`src/rtl/mul_ecp_pipe_if.sv`:
```
// Handshake and status bus of the multiplier exception pipeline.
// The master drives the operand/status inputs and out_ready; the slave is the pipeline.
interface mul_ecp_pipe_if #(
  parameter int LANES = 4
);
  logic               in_valid;
  logic               in_ready;
  logic [LANES-1:0]   lane_en;
  logic [LANES-1:0]   is_inf_nan;
  logic [LANES-1:0]   r_is_nan;
  logic [LANES-1:0]   a_is_n0;
  logic [LANES-1:0]   b_is_n0;
  logic [LANES-1:0]   a_is_nor;
  logic [LANES-1:0]   b_is_nor;
  logic [LANES-1:0]   status_nv;
  logic [LANES-1:0]   dz_in;
  logic [LANES-1:0]   overflow;
  logic [LANES-1:0]   underflow;
  logic [LANES-1:0]   inexact_rnd;
  logic [LANES-1:0]   inexact_sft;
  logic               out_valid;
  logic               out_ready;
  logic [5*LANES-1:0] status_lane;
  logic [4:0]         status_or;

  modport master (
    output in_valid, lane_en, is_inf_nan, r_is_nan, a_is_n0, b_is_n0,
    output a_is_nor, b_is_nor, status_nv, dz_in, overflow, underflow,
    output inexact_rnd, inexact_sft, out_ready,
    input  in_ready, out_valid, status_lane, status_or
  );

  modport slave (
    input  in_valid, lane_en, is_inf_nan, r_is_nan, a_is_n0, b_is_n0,
    input  a_is_nor, b_is_nor, status_nv, dz_in, overflow, underflow,
    input  inexact_rnd, inexact_sft, out_ready,
    output in_ready, out_valid, status_lane, status_or
  );
endinterface

```
`src/rtl/mul_ecp_pipe.sv`:
```
// Pipelined per-lane IEEE-754 status flag generator {NV,DZ,OF,UF,NX} with
// bubble-collapsing valid/ready stages, sticky fflags and a saturating event counter.
module mul_ecp_pipe #(
  parameter int LANES = 4,
  parameter int DEPTH = 1,
  parameter int DZ_EN = 0,
  parameter int CNT_W = 16
) (
  input  logic             clk,
  input  logic             rst,
  mul_ecp_pipe_if.slave    bus,
  input  logic             flags_clr,
  output logic [4:0]       fflags,
  output logic [CNT_W-1:0] exc_cnt
);

  localparam int SW = 5 * LANES;
  localparam logic [CNT_W-1:0] CNT_ONE = CNT_W'(1);
  localparam logic [CNT_W-1:0] CNT_MAX = {CNT_W{1'b1}};

  logic [SW-1:0]             stat_in;
  logic [DEPTH-1:0]          v_q, v_d;
  logic [DEPTH-1:0][SW-1:0]  data_q, data_d;
  logic [DEPTH-1:0]          ld;
  logic [4:0]                sor;
  logic                      xfer;
  logic [4:0]                fflags_q, fflags_d;
  logic [CNT_W-1:0]          cnt_q, cnt_d;

  // Per-lane flag evaluation; only these bits travel down the pipe.
  always_comb begin
    stat_in = '0;
    for (int i = 0; i < LANES; i++) begin
      if (bus.lane_en[i]) begin
        stat_in[5*i+4] = bus.status_nv[i];
        stat_in[5*i+3] = (DZ_EN != 0) ? bus.dz_in[i] : 1'b0;
        stat_in[5*i+2] = bus.overflow[i] & ~bus.is_inf_nan[i];
        stat_in[5*i+1] = bus.underflow[i] & bus.a_is_n0[i] & bus.b_is_n0[i];
        stat_in[5*i+0] = ((bus.inexact_rnd[i] | bus.inexact_sft[i]) & ~bus.r_is_nan[i])
                       | (bus.a_is_nor[i] & bus.b_is_nor[i] & bus.overflow[i]);
      end else begin
        stat_in[5*i +: 5] = 5'b00000;
      end
    end
  end

  // A stage may load if it is empty or everything downstream of it can move.
  always_comb begin
    logic chain;
    chain = bus.out_ready;
    ld    = '0;
    for (int s = DEPTH - 1; s >= 0; s--) begin
      ld[s] = ~v_q[s] | chain;
      chain = ld[s];
    end
  end

  // Stage next-state: data only overwritten when a valid beat arrives.
  always_comb begin
    v_d       = v_q;
    data_d    = data_q;
    v_d[0]    = ld[0] ? bus.in_valid : v_q[0];
    data_d[0] = (ld[0] & bus.in_valid) ? stat_in : data_q[0];
    for (int s = 1; s < DEPTH; s++) begin
      v_d[s]    = ld[s] ? v_q[s-1] : v_q[s];
      data_d[s] = (ld[s] & v_q[s-1]) ? data_q[s-1] : data_q[s];
    end
  end

  // Lane OR of the output register.
  always_comb begin
    sor = 5'b00000;
    for (int i = 0; i < LANES; i++) begin
      sor = sor | data_q[DEPTH-1][5*i +: 5];
    end
  end

  assign xfer = v_q[DEPTH-1] & bus.out_ready;

  // Sticky flags and saturating counter; a clear coinciding with a transfer keeps that beat.
  always_comb begin
    fflags_d = fflags_q;
    cnt_d    = cnt_q;
    if (xfer) begin
      if (flags_clr) begin
        fflags_d = sor;
        cnt_d    = (sor != 5'b00000) ? CNT_ONE : '0;
      end else begin
        fflags_d = fflags_q | sor;
        cnt_d    = ((sor != 5'b00000) && (cnt_q != CNT_MAX)) ? (cnt_q + CNT_ONE) : cnt_q;
      end
    end else if (flags_clr) begin
      fflags_d = 5'b00000;
      cnt_d    = '0;
    end else begin
      fflags_d = fflags_q;
      cnt_d    = cnt_q;
    end
  end

  // State registers with synchronous reset.
  always_ff @(posedge clk) begin
    if (rst) begin
      v_q      <= '0;
      data_q   <= '0;
      fflags_q <= 5'b00000;
      cnt_q    <= '0;
    end else begin
      v_q      <= v_d;
      data_q   <= data_d;
      fflags_q <= fflags_d;
      cnt_q    <= cnt_d;
    end
  end

  assign bus.in_ready    = ld[0];
  assign bus.out_valid   = v_q[DEPTH-1];
  assign bus.status_lane = data_q[DEPTH-1];
  assign bus.status_or   = sor;
  assign fflags          = fflags_q;
  assign exc_cnt         = cnt_q;

endmodule

```
`src/flat_wrapper.sv`:
```
// flat-port wrapper written by rule: the top's interface ports become plain ports
module mul_ecp_pipe_flat 
#(
  parameter int LANES = 4,
  parameter int DEPTH = 1,
  parameter int DZ_EN = 0,
  parameter int CNT_W = 16
)
  (clk, rst, flags_clr, fflags, exc_cnt, bus_in_valid, bus_lane_en, bus_is_inf_nan, bus_r_is_nan, bus_a_is_n0, bus_b_is_n0, bus_a_is_nor, bus_b_is_nor, bus_status_nv, bus_dz_in, bus_overflow, bus_underflow, bus_inexact_rnd, bus_inexact_sft, bus_out_ready, bus_in_ready, bus_out_valid, bus_status_lane, bus_status_or);
  mul_ecp_pipe_if #(.LANES(LANES)) bus_i ();
  input  logic clk;
  input  logic rst;
  input  logic flags_clr;
  output logic [4:0] fflags;
  output logic [CNT_W-1:0] exc_cnt;
  input wire logic [$bits(bus_i.in_valid)-1:0] bus_in_valid;
  input wire logic [$bits(bus_i.lane_en)-1:0] bus_lane_en;
  input wire logic [$bits(bus_i.is_inf_nan)-1:0] bus_is_inf_nan;
  input wire logic [$bits(bus_i.r_is_nan)-1:0] bus_r_is_nan;
  input wire logic [$bits(bus_i.a_is_n0)-1:0] bus_a_is_n0;
  input wire logic [$bits(bus_i.b_is_n0)-1:0] bus_b_is_n0;
  input wire logic [$bits(bus_i.a_is_nor)-1:0] bus_a_is_nor;
  input wire logic [$bits(bus_i.b_is_nor)-1:0] bus_b_is_nor;
  input wire logic [$bits(bus_i.status_nv)-1:0] bus_status_nv;
  input wire logic [$bits(bus_i.dz_in)-1:0] bus_dz_in;
  input wire logic [$bits(bus_i.overflow)-1:0] bus_overflow;
  input wire logic [$bits(bus_i.underflow)-1:0] bus_underflow;
  input wire logic [$bits(bus_i.inexact_rnd)-1:0] bus_inexact_rnd;
  input wire logic [$bits(bus_i.inexact_sft)-1:0] bus_inexact_sft;
  input wire logic [$bits(bus_i.out_ready)-1:0] bus_out_ready;
  output wire logic [$bits(bus_i.in_ready)-1:0] bus_in_ready;
  output wire logic [$bits(bus_i.out_valid)-1:0] bus_out_valid;
  output wire logic [$bits(bus_i.status_lane)-1:0] bus_status_lane;
  output wire logic [$bits(bus_i.status_or)-1:0] bus_status_or;
  assign bus_i.in_valid = bus_in_valid;
  assign bus_i.lane_en = bus_lane_en;
  assign bus_i.is_inf_nan = bus_is_inf_nan;
  assign bus_i.r_is_nan = bus_r_is_nan;
  assign bus_i.a_is_n0 = bus_a_is_n0;
  assign bus_i.b_is_n0 = bus_b_is_n0;
  assign bus_i.a_is_nor = bus_a_is_nor;
  assign bus_i.b_is_nor = bus_b_is_nor;
  assign bus_i.status_nv = bus_status_nv;
  assign bus_i.dz_in = bus_dz_in;
  assign bus_i.overflow = bus_overflow;
  assign bus_i.underflow = bus_underflow;
  assign bus_i.inexact_rnd = bus_inexact_rnd;
  assign bus_i.inexact_sft = bus_inexact_sft;
  assign bus_i.out_ready = bus_out_ready;
  assign bus_in_ready = bus_i.in_ready;
  assign bus_out_valid = bus_i.out_valid;
  assign bus_status_lane = bus_i.status_lane;
  assign bus_status_or = bus_i.status_or;
  mul_ecp_pipe #(.LANES(LANES), .DEPTH(DEPTH), .DZ_EN(DZ_EN), .CNT_W(CNT_W)) u_core (.clk(clk), .rst(rst), .bus(bus_i), .flags_clr(flags_clr), .fflags(fflags), .exc_cnt(exc_cnt));
endmodule
```
`config.mk`:
```
export PLATFORM = sky130hd
export DESIGN_NAME = mul_ecp_pipe_flat
export DESIGN_NICKNAME = d
export VERILOG_FILES = /design/src/rtl/mul_ecp_pipe_if.sv /design/src/rtl/mul_ecp_pipe.sv /design/src/flat_wrapper.sv
export SDC_FILE = /design/constraint.sdc
export NUM_CORES = 1
export LEC_CHECK = 0
export ABC_CLOCK_PERIOD_IN_PS = 3960
export BUFFER_PORTS_ARGS = -buffer_cell sky130_fd_sc_hd__buf_4
export CAP_MARGIN = 40
export CORE_AREA = 10 10 75 77
export DETAILED_ROUTE_END_ITERATION = 6
export DIE_AREA = 0 0 85 87
export PLACE_DENSITY = 0.84
export SYNTH_ARGS = -nofsm -noshare
export SYNTH_HDL_FRONTEND = slang
export SYNTH_SLANG_ARGS = --single-unit
```
`constraint.sdc`:
```
create_clock -name clk -period 3.96 [get_ports clk]
set_clock_uncertainty 0.1 [all_clocks]
set_input_delay 0.594 -clock clk [delete_from_list [all_inputs] [get_ports clk]]
set_output_delay 0.594 -clock clk [all_outputs]
set_load 0.02 [all_outputs]
```
# Word-level counts from Yosys, hierarchy flattened
# Index checks and enable logic that the tools add are counted.
# word_totals
regBits	42
wordCells	71
# op_classes
addsub	1
n_eq_ne	1
n_mux	12
bitwise	48
n_reduce_logical	5
# ops
op	count
16-bit two-way mux	4
5-bit two-way mux	7
1-bit AND	26
5-bit OR	4
16-bit by 1-bit adder with 16-bit output (second input constant)	1
16-bit inequality test (second input constant)	1
1-bit inverter	9
1-bit OR	9
5-bit nonzero test	1
2-bit nonzero test	2
2-bit AND reduction	1
1-bit logical AND	1
1-bit two-way mux	1

# Logic depth before layout (Yosys ltp)
# logic_depth
depth_word	8
depth_mapped	7

# Worst setup path before layout
# No wires, ideal clock.
# synth_path
kind	register -> register
from	reg u_core.data_q (netlist bit u_core.bus.status_lane[2])
to	reg u_core.cnt_q[14] (netlist: u_core.exc_cnt[14])
setup_time_ps	115
arrival_time_ps	1952
required_ps	3745
path_slack_ps	1793
path_stages_with_launch	7
path_buffers	2
synth_period_minus_slack_ps	2167
cell_sequence	dfxtp_1 or4_4 o41ai_4 buf_6 buf_12 nor4_1 o21a_1
# synth_between
elab_chain_cells	7
# synth_rtl
item	line	source
from (decl)	mul_ecp_pipe.sv:23	logic [DEPTH-1:0][SW-1:0] data_q, data_d;
from (signal assigned)	mul_ecp_pipe.sv:110	data_q <= data_d;
5-bit OR (3 in a row)	mul_ecp_pipe.sv:74	sor = sor | data_q[DEPTH-1][5*i +: 5];
via bus_status_or[2]	flat_wrapper.sv:34	output wire logic [$bits(bus_i.status_or)-1:0] bus_status_or;
5-bit nonzero test	mul_ecp_pipe.sv:90	cnt_d = ((sor != 5'b00000) && (cnt_q != CNT_MAX)) ? (cnt_q + CNT_ONE) : cnt_q;
1-bit logical AND	mul_ecp_pipe.sv:90	
2-bit nonzero test (no source line)	-	
2-bit AND reduction (no source line)	-	
to (signal assigned)	mul_ecp_pipe.sv:112	cnt_q <= cnt_d;
to (decl)	mul_ecp_pipe.sv:28	logic [CNT_W-1:0] cnt_q, cnt_d;
# The timed path passes the listed nets, and every way through them passes these cells.
# A chain may end at the register's enable or synchronous reset.

# Worst setup path after layout
# layout_path
from	reg u_core.cnt_q[1] (netlist: u_core.exc_cnt[1])
to	reg u_core.cnt_q[7] (netlist: u_core.exc_cnt[7])
# layout_between
elab_chain_cells	4
elab_cells_between_ends	8
# layout_rtl
item	line
16-bit by 1-bit adder with 16-bit output or 16-bit inequality test (tied branches)	mul_ecp_pipe.sv:90
16-bit two-way mux or 1-bit logical AND (tied branches)	mul_ecp_pipe.sv:90
16-bit two-way mux or 2-bit nonzero test (tied branches)	-
16-bit two-way mux or 2-bit AND reduction (tied branches)	-
# Parallel ways exist; a longest one is shown, timed or not. The select of a mux whose other input is x is not followed.

==> impl_metrics.tcl <==
set metrics [dict create \
    layout-drive-gt1-share 0.4088 \
    synth_cell_type_count 45 \
    powerDensity_nw_per_um2 297.7 \
    cp_top_family "simple AND/OR/NAND/NOR gates" \
    gp_congestion 0.8325 \
    syn_avg_cell_area_sq_um 8.517 \
    diodes 0 \
    hold_path.class "reg -> reg" \
    holdBufCountCts 0 \
    die_area_sq_um 7395 \
    cts_setup_buffers 0 \
    drtIter0Drc 101 \
    grt-ovfl-total 0 \
    yosysTopAreaCell "dfxtp_1" \
    critPathSlowestCell "nor4_2" \
    numCtsBuffers 5 \
    syn2layout_area_growth_pct 40.53 \
    max_cap_violations 0 \
    ys.flop_type "dfxtp_1" \
    startpoint_type "register" \
    power_switching_w 0.0002128 \
    synth_top_area_frac 0.3814 \
    setup.worst_path.class "reg -> reg" \
    period_needed_ps 2406 \
    slew-limit-headroom 0.3789 \
    leakagePower_nw 1.106 \
    netlist_instances 228 \
    ys_ff_latch 37 \
    setup_tns_ps 0 \
    path_clk_slew_ps 80 \
    p_sw_frac 0.2620 \
    endpoint_kind "register" \
    first_pass_iters 4 \
    p_clk_frac 0.364 \
    rsz0062_at_grt "no" \
    final_antenna_net_count 0 \
    syn-cell-area_sq_um 1942 \
    clk_path_buf_depth 2 \
    grt_pass1_wl_um 10160 \
    grt_pass1_vias 2137 \
    finalSetupViolations 0 \
    grt_max_degree 29 \
    synth-async-reset-ratio 0 \
    worst-path-buf-inv 1 \
    power_frac_comb 0.162 \
    internal_power_w 0.0005995 \
    start_util 0.4586 \
    drc_errors 0 \
    dp_hpwl_um 4907 \
    final_nets 375 \
    cts_tree "yes" \
    clock_sink_count 37 \
    cts_resized 0 \
    ir_drop_mv 0.2005 \
    row_count 24 \
    pin_count 105 \
    core_sq_um 4234 \
    port-buffer-count 94 \
    finalCritPeriodShare 0.6077 \
    slew_viol_final 0 \
    grt_use_total 0.1655 \
    fmax_mhz 415.6 \
    critPathMaxFanout 11 \
    cts_root_buffer "clkbuf_8" \
    synthTopCellsByArea "dfxtp_1 38%, a21oi_1 6.2%, nand2_1 5.8%" \
    htreeDepth 2 \
    required_ps 4040 \
    status "finished, final reports clean" \
    wire_per_inst_um 16.50 \
    worstMarginPinSlew_ps 923.9 \
    path_cells "ha_1, nand4_1, nor4_2, buf_4, nor4_1, mux2i_1" \
    via_count 2052 \
    antenna_found_initial 0 \
    hold_viol 0 \
    synth_edf_count 0 \
    clk_latency_ps 300 \
    crit_arrival_ps 2490 \
    dieWidth_um 85 \
    pwr-share-seq 0.473 \
    holdWs_ps 369.4 \
    crit_path_max_incr_delay_ps 830 \
    via_per_inst 5.546 \
    die_h_um 87 \
    ys_seq_area_frac 0.3814 \
    routed_wl_um 6105 \
    yosys_warnings 0 \
]
[synthesized netlist by cell type (4+ instances only)]
library cell  instances
nand3_1              19
o21ai_0               4
or4_2                 8
a21oi_2               6
nor2b_1               4
nor2_1                9
dfxtp_1              37
nand4_1               7
a21oi_1              24
and4_1                7
nand4b_1              4
nand2_1              30
buf_4                 6
clkbuf_1              8
nor4_1                6
mux2i_1               4
inv_1                 5
o31ai_1               5
[final cells by class]
type	instances	area, sq um
clock buffers	7	96.34
clock inverters	1	5.005
fillers	359	1505
inverters	5	18.77
multi-input cells	172	1079
flip-flops and latches	37	740.7
well taps	52	65.06
repair buffers	96	724.4
[power groups by stage]
stage / Sequential, W / Clock (W) / Combinational, W
global placement: 0.000393 / 0 / 0.000130
detailed placement: 0.000393 / 0 / 0.000133
CTS: 0.000384 / 0.000300 / 0.000133
global route: 0.000385 / 0.000320 / 0.000145
finish: 0.000384 / 0.000296 / 0.000132
floorplan: 0.000400 / 0 / 0.0000650
[per-stage QoR]
| stage | cells | total power (W) | utilization | setup slack, ps | area [sq um] |
|---|---|---|---|---|---|
| after floorplan | 233 | 0.0004647 | - | 1793 | 1961 |
| after global placement | 361 | 0.0005226 | 0.6179 | 1421 | 2616 |
| after detailed placement | 362 | 0.0005258 | 0.6206 | 1566 | 2628 |
| after CTS | 370 | 0.0008171 | 0.6445 | 1568 | 2729 |
| after global routing | 370 | 0.0008498 | 0.6445 | 1366 | 2729 |
| final | 370 | 0.0008123 | 0.6445 | 1554 | 2729 |
[per-layer routing]
layer | GRT usage | wire, um
met1 | 0.1705 | 2252
met2 | 0.2582 | 2841
met3 | 0.1142 | 894
met4 | 0.06587 | 117
met5 | 0 | 0
[path summary, 6_finish.rpt]
path / startpoint / end / slack [ps] / depth (start not counted)
setup / recovery: u_core.exc_cnt[1] / u_core.exc_cnt[7] / 1550 / 6
hold / removal: u_core.bus.status_lane[6] / u_core.bus.status_lane[6] / 370 / 2
setup reg to reg: u_core.exc_cnt[1] / u_core.exc_cnt[7] / 1550 / 6
hold reg to reg: u_core.bus.status_lane[6] / u_core.bus.status_lane[6] / 370 / 2
[worst reg2reg max path, cell delays in order, from the launching register on]
cell	delay, ps
dfxtp_1	400
ha_1	250
nand4_1	170
nor4_2	830
buf_4	310
nor4_1	70
mux2i_1	160
[layout by cell type, fill, tap and decap left out, types with 6 or more instances in the layout]
master    netlist  layout
conb_1          1       6
a21oi_1        24      24
nand3_1        19      19
a21oi_2         6       6
and4_1          7       7
clkbuf_8        1       7
dfxtp_1        37      37
nor2_1          9       9
nand2_1        30      30
or4_2           8       8
nand4_1         7       7
buf_4           6      95
[logic make-up (layout without fill, tap and decap cells)]
group           count (synthesis)  after routing  share of synthesized area
compound gates                 51             51                     0.1869
fa+ha+maj                       1              1                   0.006442
buf+inv                        24            109                    0.07602
flops                          37             37                     0.3814
mux                             4              4                    0.02062
other cells                     1              6                   0.001931
simple gates                  110            110                     0.3267
[registers in the layout, summed over array words and instances, names as in the netlist]
name	cells
u_core.exc_cnt	16
u_core.bus.out_valid	1
u_core.fflags	4
u_core.bus.status_lane	16
No activity file was read; power rests on OpenSTA's default activity.
